<file path="config.mk">
export PLATFORM = sky130hd
export DESIGN_NAME = hazard_scoreboard
export DESIGN_NICKNAME = d
export VERILOG_FILES = /design/src/rtl/hazard_scoreboard.sv
export SDC_FILE = /design/constraint.sdc
export NUM_CORES = 1
export LEC_CHECK = 0
export CAP_MARGIN = 30
export CORE_AREA = 2 2 55 57
export CTS_CLUSTER_DIAMETER = 30
export CTS_CLUSTER_SIZE = 10
export DETAILED_ROUTE_END_ITERATION = 6
export DIE_AREA = 0 0 57 59
export PLACE_DENSITY = 0.82
export SLEW_MARGIN = 20
export SYNTH_ARGS = -nofsm -noshare
export SYNTH_HDL_FRONTEND = slang
export SYNTH_SLANG_ARGS = --single-unit
</file>
<file path="constraint.sdc">
create_clock -name clk -period 4.15 [get_ports clk]
set_input_delay 0.83 -clock clk [delete_from_list [all_inputs] [get_ports clk]]
set_output_delay 0.83 -clock clk [all_outputs]
set_load 0.005 [all_outputs]
</file>
<file path="src/rtl/hazard_scoreboard.sv">
// hazard_scoreboard
//   Decode-stage hazard unit for a 5-stage pipeline. Shadows the destination
//   register of the instructions in EX, MEM and WB. For the decode
//   instruction it selects operand forwarding sources and raises stall on a
//   load-use hazard or on HI/LO access while a multiply/divide is in flight.
//
// Ports
//   clk, reset                  clock, synchronous active-high reset
//   idValid                     decode stage holds a valid instruction
//   idRs, idRt                  source register numbers
//   idUseRs/Rt/Lo/Hi            source-use flags
//   idWriteReg                  GPR destination (0 = none)
//   idIsLoad                    instruction is a load
//   idMulDiv, idIsDiv           starts a multi-cycle HI/LO op; divide select
//   flush                       kill decode instruction
//   stall                       hold PC/IF/ID, bubble into EX
//   fwdRs, fwdRt                0 regfile, 1 EX, 2 MEM, 3 WB
//   hiloBusy                    multi-cycle HI/LO op in flight
module hazard_scoreboard #(
  parameter int unsigned MUL_LAT = 5,
  parameter int unsigned DIV_LAT = 33
) (
  input  logic       clk,
  input  logic       reset,
  input  logic       idValid,
  input  logic [4:0] idRs,
  input  logic [4:0] idRt,
  input  logic       idUseRs,
  input  logic       idUseRt,
  input  logic       idUseLo,
  input  logic       idUseHi,
  input  logic [4:0] idWriteReg,
  input  logic       idIsLoad,
  input  logic       idMulDiv,
  input  logic       idIsDiv,
  input  logic       flush,
  output logic       stall,
  output logic [1:0] fwdRs,
  output logic [1:0] fwdRt,
  output logic       hiloBusy
);

  typedef struct packed {
    logic       valid;
    logic [4:0] dst;
    logic       isLoad;
  } entry_t;

  typedef enum logic [1:0] {
    SRC_RF  = 2'd0,
    SRC_EX  = 2'd1,
    SRC_MEM = 2'd2,
    SRC_WB  = 2'd3
  } fwd_src_e;

  entry_t     ex, mem, wb;
  logic [5:0] hiloCnt;

  logic       rsAct, rtAct;
  logic       rsEx, rsMem, rsWb;
  logic       rtEx, rtMem, rtWb;
  logic       loadUse, hiloHaz, stallInt, accept;
  fwd_src_e   rsSrc, rtSrc;

  function automatic logic hit(input entry_t e, input logic [4:0] r);
    return e.valid && (e.dst != '0) && (e.dst == r);
  endfunction

  function automatic fwd_src_e pick(input logic act, input logic hEx,
                                    input logic hMem, input logic hWb);
    if (!act)      return SRC_RF;
    else if (hEx)  return SRC_EX;
    else if (hMem) return SRC_MEM;
    else if (hWb)  return SRC_WB;
    else           return SRC_RF;
  endfunction

  always_comb begin
    rsAct = idValid & idUseRs & (idRs != '0);
    rtAct = idValid & idUseRt & (idRt != '0);

    rsEx  = rsAct & hit(ex,  idRs);
    rsMem = rsAct & hit(mem, idRs);
    rsWb  = rsAct & hit(wb,  idRs);
    rtEx  = rtAct & hit(ex,  idRt);
    rtMem = rtAct & hit(mem, idRt);
    rtWb  = rtAct & hit(wb,  idRt);

    rsSrc = pick(rsAct, rsEx, rsMem, rsWb);
    rtSrc = pick(rtAct, rtEx, rtMem, rtWb);

    loadUse  = (rsEx | rtEx) & ex.isLoad;
    // Uses the counter value before this cycle's update, so an instruction
    // arriving as the counter expires still waits one more cycle.
    hiloHaz  = idValid & (hiloCnt != '0) & (idUseLo | idUseHi | idMulDiv);
    stallInt = (loadUse | hiloHaz) & ~flush;
    accept   = idValid & ~stallInt & ~flush;

    // Outputs are held quiet while reset is asserted.
    stall    = stallInt & ~reset;
    fwdRs    = reset ? SRC_RF : rsSrc;
    fwdRt    = reset ? SRC_RF : rtSrc;
    hiloBusy = (hiloCnt != '0) & ~reset;
  end

  always_ff @(posedge clk) begin
    if (reset) begin
      ex      <= '0;
      mem     <= '0;
      wb      <= '0;
      hiloCnt <= '0;
    end else begin
      wb  <= mem;
      mem <= ex;
      if (accept) begin
        ex.valid  <= 1'b1;
        ex.dst    <= idWriteReg;
        ex.isLoad <= idIsLoad;
      end else begin
        ex <= '0;
      end

      // Flush only blocks a new issue; an op already counting keeps going.
      if (accept && idMulDiv)
        hiloCnt <= idIsDiv ? 6'(DIV_LAT) : 6'(MUL_LAT);
      else if (hiloCnt != '0)
        hiloCnt <= hiloCnt - 6'd1;
    end
  end

endmodule

</file>
## Word-level counts from Yosys, hierarchy flattened

Index checks and enable logic that the tools add are counted.
W data, S select, Z words.

- Add/sub/neg operators: 1
- Eq/ne operators: 6
- Mux-type cells: 14
- Bitwise logic cells: 26
- Reductions and logical operators: 18

Operators with widths:

| cell | count |
|---|---|
| $eq A5 B5 Y1 | 6 |
| $reduce_bool A5 Y1 | 5 |
| $mux W2 | 10 |
| $and A1 B1 Y1 | 18 |
| $mux W6 | 3 |
| $logic_and A1 B1 Y1 | 10 |
| $mux W7 | 1 |
| $reduce_bool A6 Y1 | 1 |
| $sub A6 B1 Y6 const B | 1 |
| $not A1 Y1 | 4 |
| $or A1 B1 Y1 | 4 |
| $reduce_bool A2 Y1 | 1 |
| $reduce_or A2 Y1 | 1 |

- Register bits: 25
- Output and inout port bits: 6
- Word-level logic and storage cells: 73

## Longest topological paths before layout

Gate-level depths: netlist (run 1).

- Depth after elaboration: 13
- Depth in mapped cells: 8
- Gate-level depth less buffers: 7

## Worst setup path after synthesis (run 1)

OpenSTA, ideal clock, no wires.

- Kind: input to output
- Start: in idRt[1]
- End: out stall
- Arrival: 2.067 ns
- Slack: 1.253 ns
- Cell stages on the path: 5
- Path buffers: 0
- Path through: or4_1 o211ai_2 nor4_2 o21a_4 o21a_1

- Word-level cells in the longest chain between the ends: 8

RTL lines:

| what | line | text |
|---|---|---|
| start: declaration | 27 | `input logic [4:0] idRt,` |
| $reduce_bool A5 Y1 / $eq A5 B5 Y1 (equally long branches) | 80, 66 |  |
| $and A1 B1 Y1 / $logic_and A1 B1 Y1 (equally long branches) | 80, 66 |  |
| $and A1 B1 Y1 * | 85 | `rtEx = rtAct & hit(ex, idRt);` |
| $or A1 B1 Y1 * | 92 | `loadUse = (rsEx \| rtEx) & ex.isLoad;` |
| $and A1 B1 Y1 * | 92 |  |
| $or A1 B1 Y1 * | 96 | `stallInt = (loadUse \| hiloHaz) & ~flush;` |
| $and A1 B1 Y1 * | 96 |  |
| $and A1 B1 Y1 * | 100 | `stall = stallInt & ~reset;` |
| end: declaration | 37 | `output logic stall,` |

Mark *: on every way between the ends. The rest lies on a longest branch, timed or not.

## Final worst setup path (run 1)

- Start: in idRs[4]
- End: out fwdRs[1]

- Word-level cells in the longest chain between the ends: 8

RTL lines:

| what | line | text |
|---|---|---|
| start: declaration | 26 | `input logic [4:0] idRs,` |
| $reduce_bool A5 Y1 / $eq A5 B5 Y1 (equally long branches) | 79, 66 |  |
| $and A1 B1 Y1 / $logic_and A1 B1 Y1 (equally long branches) | 79, 66 |  |
| $and A1 B1 Y1 | 84 | `rsWb = rsAct & hit(wb, idRs);` |
| $mux W2 | 74 | `else if (hWb) return SRC_WB;` |
| $mux W2 | 73 | `else if (hMem) return SRC_MEM;` |
| $mux W2 | 72 | `else if (hEx) return SRC_EX;` |
| $mux W2 * | 71 | `if (!act) return SRC_RF;` |
| $mux W2 * | 101 | `fwdRs = reset ? SRC_RF : rsSrc;` |
| end: declaration | 38 | `output logic [1:0] fwdRs,` |

Marks and branches as above.

==> results by group, run 1 <==
Status
  • Outcome: finished clean

Detailed routing
  • Average routed wire per standard cell: 14.4 µm
  • Count of antenna-violating nets left after detailed routing: 0
  • Iteration-0 DRC count of the detailed router: 39
  • DRC violations left: 0
  • Initial DRT Pass Iterations: 4
  • Detailed Route WL: 3110 µm
  • Vias per std cell: 5.51
  • Vias: 1190

Cells and area
  • Fraction of final layout cells with drive strength greater than 1: 0.0649
  • Most frequent standard cell in the layout excluding fill and tap cells: clkdlybuf4s50_1
  • # fillers: 236
  • Utilization of the core after routing: 0.648
  • Antenna fix cells: 0
  • Top library cells by usage in the layout, fill and taps aside: clkdlybuf4s50_1, xnor2_1, dfxtp_1
  • Area growth from synthesis to layout: 27.4%
  • Post-layout nets: 214
  • Final instance area: 1760 µm²
  • Sequential cell area: 500 µm²
  • Area used by multi-input combinational logic: 862 µm²

Setup path
  • Reg-to-Reg End: ex[4]
  • Critical Setup Path Class: input port to output pin
  • Crit-path max FO: 4
  • Critical-path cell list: clkdlybuf4s50_1 -> or4_1 -> o211ai_2 -> or4_1 -> nor2b_1 -> nor3_1 -> clkdlybuf4s50_1
  • Worst Reg-to-Reg Cells: 6
  • Flop2flop setup slack: 2.13 ns
  • CP arrival: 3.13 ns
  • Type of destination of the critical path: output pin
  • Startpoint Class: input port
  • Reg2Reg Launch Point: ex[2]
  • Delay-heaviest family, CP: buffers and inverters
  • Peak per-stage delay on the critical path: 0.61 ns
  • Worst path buffer plus inverter count: 2
  • Slowest-stage cell, CP: clkdlybuf4s50_1
  • Data required time at the worst endpoint: 3.32 ns

GRT
  • First-pass GRT wire length: 5150 µm
  • Pin count of the biggest net entering global routing: 15
  • Number of global-route vias before repair: 1162
  • Overall overflow remaining after global route: 0
  • Tot GR Track Use: 0.198
  • Initial antenna violation count: 0

STA
  • Final setup violation count: 0
  • Final Skew: 0.00652 ns
  • Hold slack: 0.473 ns
  • Slew at the pin closest to its max-slew limit: 0.546 ns
  • Number of hold violations in the final report: 0
  • Final slew viol count: 0
  • Final period demand of the worst path: 3.96 ns
  • Setup repair after global routing missed its margin: false
  • Worst relative slew slack: 0.635
  • Highest clock rate: 0.253 GHz
  • Share of the clock period used by the worst path: 0.954
  • Sum of negative setup slack: 0 ns

Yosys
  • Number of instances in the synthesized netlist: 152
  • Total of warnings raised by yosys: 0
  • Number of flops mapped to enable cells by yosys: 0
  • Top flip-flop cell by instance count after synthesis: dfxtp_1
  • Syn Std Cell Area: 1380 µm²
  • Largest cells by area after synthesis: dfxtp_1, xnor2_1, nor2b_1, or4_1, xor2_1
  • Flip-flop and latch count after synthesis: 25
  • Top cell type's share of synthesized area: 0.363
  • Part of the Yosys area used for sequential elements: 0.363
  • Mapped Nets: 180
  • Cell type with the largest total area after synthesis: dfxtp_1
  • Mean area per synthesized cell: 9.07 µm²
  • Fraction of synthesis flops using an asynchronous set or reset pin: 0
  • Number of distinct library cells after synthesis: 31

Min path
  • Launch point of the worst hold path: mem[6]
  • Worst min-delay path category: flip-flop to flip-flop
  • Endpoint, Worst Hold: wb[6]
  • Worst Hold Depth: 1

Die
  • Starting density of the core: 0.509
  • Area of the core: 2710 µm²
  • Vertical die dimension: 59 µm
  • Ports: 32
  • X dimension of the die: 57 µm
  • Number of placement rows: 19
  • Die area: 3360 µm²

Clocking
  • Number of sinks on the clock net: 25
  • Number of CTS-inserted buffers: 3
  • Number of buffers between clock root and the deepest sink: 2
  • Total setup buffers inserted after CTS: 0
  • Clock-pin slew reported for the worst setup and hold paths after clock tree synthesis: 0.14 ns
  • Clock tree from TritonCTS: done
  • H-tree depth: 1
  • Worst-skew pair later-pin latency: 0.32 ns
  • Clock tree root driver cell: clkbuf_4

Run
  • Max-cap violations: 0

Pwr
  • Worst vdd rail ir drop: 0.278 mV
  • Static leakage: 0.613 nW
  • Overall power of the completed layout: 0.000688 W
  • Total power density per cell area: 392 nW/µm²

Placement
  • Quantity of I/O buffers inserted on ports: 31
  • Placement Cell Area: 1720 µm²
  • Post-DP HPWL: 2530 µm
  • Routability congestion estimate from global placement: 0.914
==> cells by family (layout without fill, tap and decap cells) <==
family                   after synthesis  in the layout  share of synthesized area
flip-flops                            25             25                      0.363
buffers and inverters                  6             39                     0.0163
XOR/XNOR                              34             34                      0.216
AO/OA/AOI/OAI                         18             18                      0.103
AND/OR/NAND/NOR                       67             67                      0.284
adder cells (fa/ha/maj)                2              2                     0.0181
==> cells in the mapped netlist, drive strengths merged, types with 2 or more instances <==
library cell	n
clkbuf	3
a21oi	5
nor4	4
xor2	6
nor3	11
xnor2	28
nor2b	14
nand2	8
ha	2
o21ai	4
nand3	6
dfxtp	25
inv	3
o21a	2
o211ai	2
nor2	7
or4	7
and2	7
==> cell type report <==
type	count	share of cell area
clock buffers	4	0.0150
inverters	3	0.00641
multi-input cells	121	0.491
flip-flops and latches	25	0.285
well taps	31	0.0221
repair buffers	32	0.181
==> power by group <==
| group | switching, W | internal, W | total, W |
|---|---|---|---|
| registers | 0.0000271 | 0.000273 | 0.000300 |
| logic | 0.000142 | 0.000136 | 0.000278 |
| clock network | 0.0000721 | 0.0000376 | 0.000110 |
==> metrics by stage <==
step,setup slack [ns],cells
final,0.190,216
after global routing,0.00413,216
after CTS,0.130,216
after detailed placement,0.101,212
after global placement,0.160,212
after floorplan,1.25,152
==> repair_timing <==
item,in CTS,in global routing
endpoints found under the setup margin,0,1
hold buffers,0,0
resized for setup,0,1
==> per-layer routing <==
layer | vias up | GRT usage | share of wire
li1 | 594 | - | -
met1 | 553 | 0.272 | 0.47
met2 | 34 | 0.307 | 0.46
met3 | 9 | 0.0415 | 0.051
met4 | 0 | 0.0731 | 0.019
met5 | - | 0 | 0
==> how the worst max path moves through the flow <==
stage,slack (ns),depth (start not counted),from,end
2_1_floorplan,1.25,5,idRt[1],stall
3_3_place_gp,0.16,7,idRs[4],stall
3_5_place_dp,0.10,7,idRs[4],stall
4_1_cts,0.13,7,idRs[4],stall
5_1_grt,0.004,7,idRs[1],fwdRs[1]
6_report,0.19,7,idRs[4],fwdRs[1]
==> registers in the layout (all words and copies together), names as in the netlist <==
name	flops
ex	7
hiloCnt	6
mem	6
wb	6
(Power assumes the default switching activity.)
==> run 2: changes to the inputs <==
--- a/config.mk
+++ b/config.mk
@@ -8,10 +8,11 @@
 export CAP_MARGIN = 30
 export CORE_AREA = 2 2 55 57
 export CTS_CLUSTER_DIAMETER = 30
-export CTS_CLUSTER_SIZE = 10
+export CTS_CLUSTER_SIZE = 12
 export DETAILED_ROUTE_END_ITERATION = 6
 export DIE_AREA = 0 0 57 59
 export PLACE_DENSITY = 0.82
+export SKIP_CTS_REPAIR_TIMING = 1
 export SLEW_MARGIN = 20
 export SYNTH_ARGS = -nofsm -noshare
 export SYNTH_HDL_FRONTEND = slang
==> results of run 2 <==
No change in the layout: final DEF, timing and power equal those of run 1.
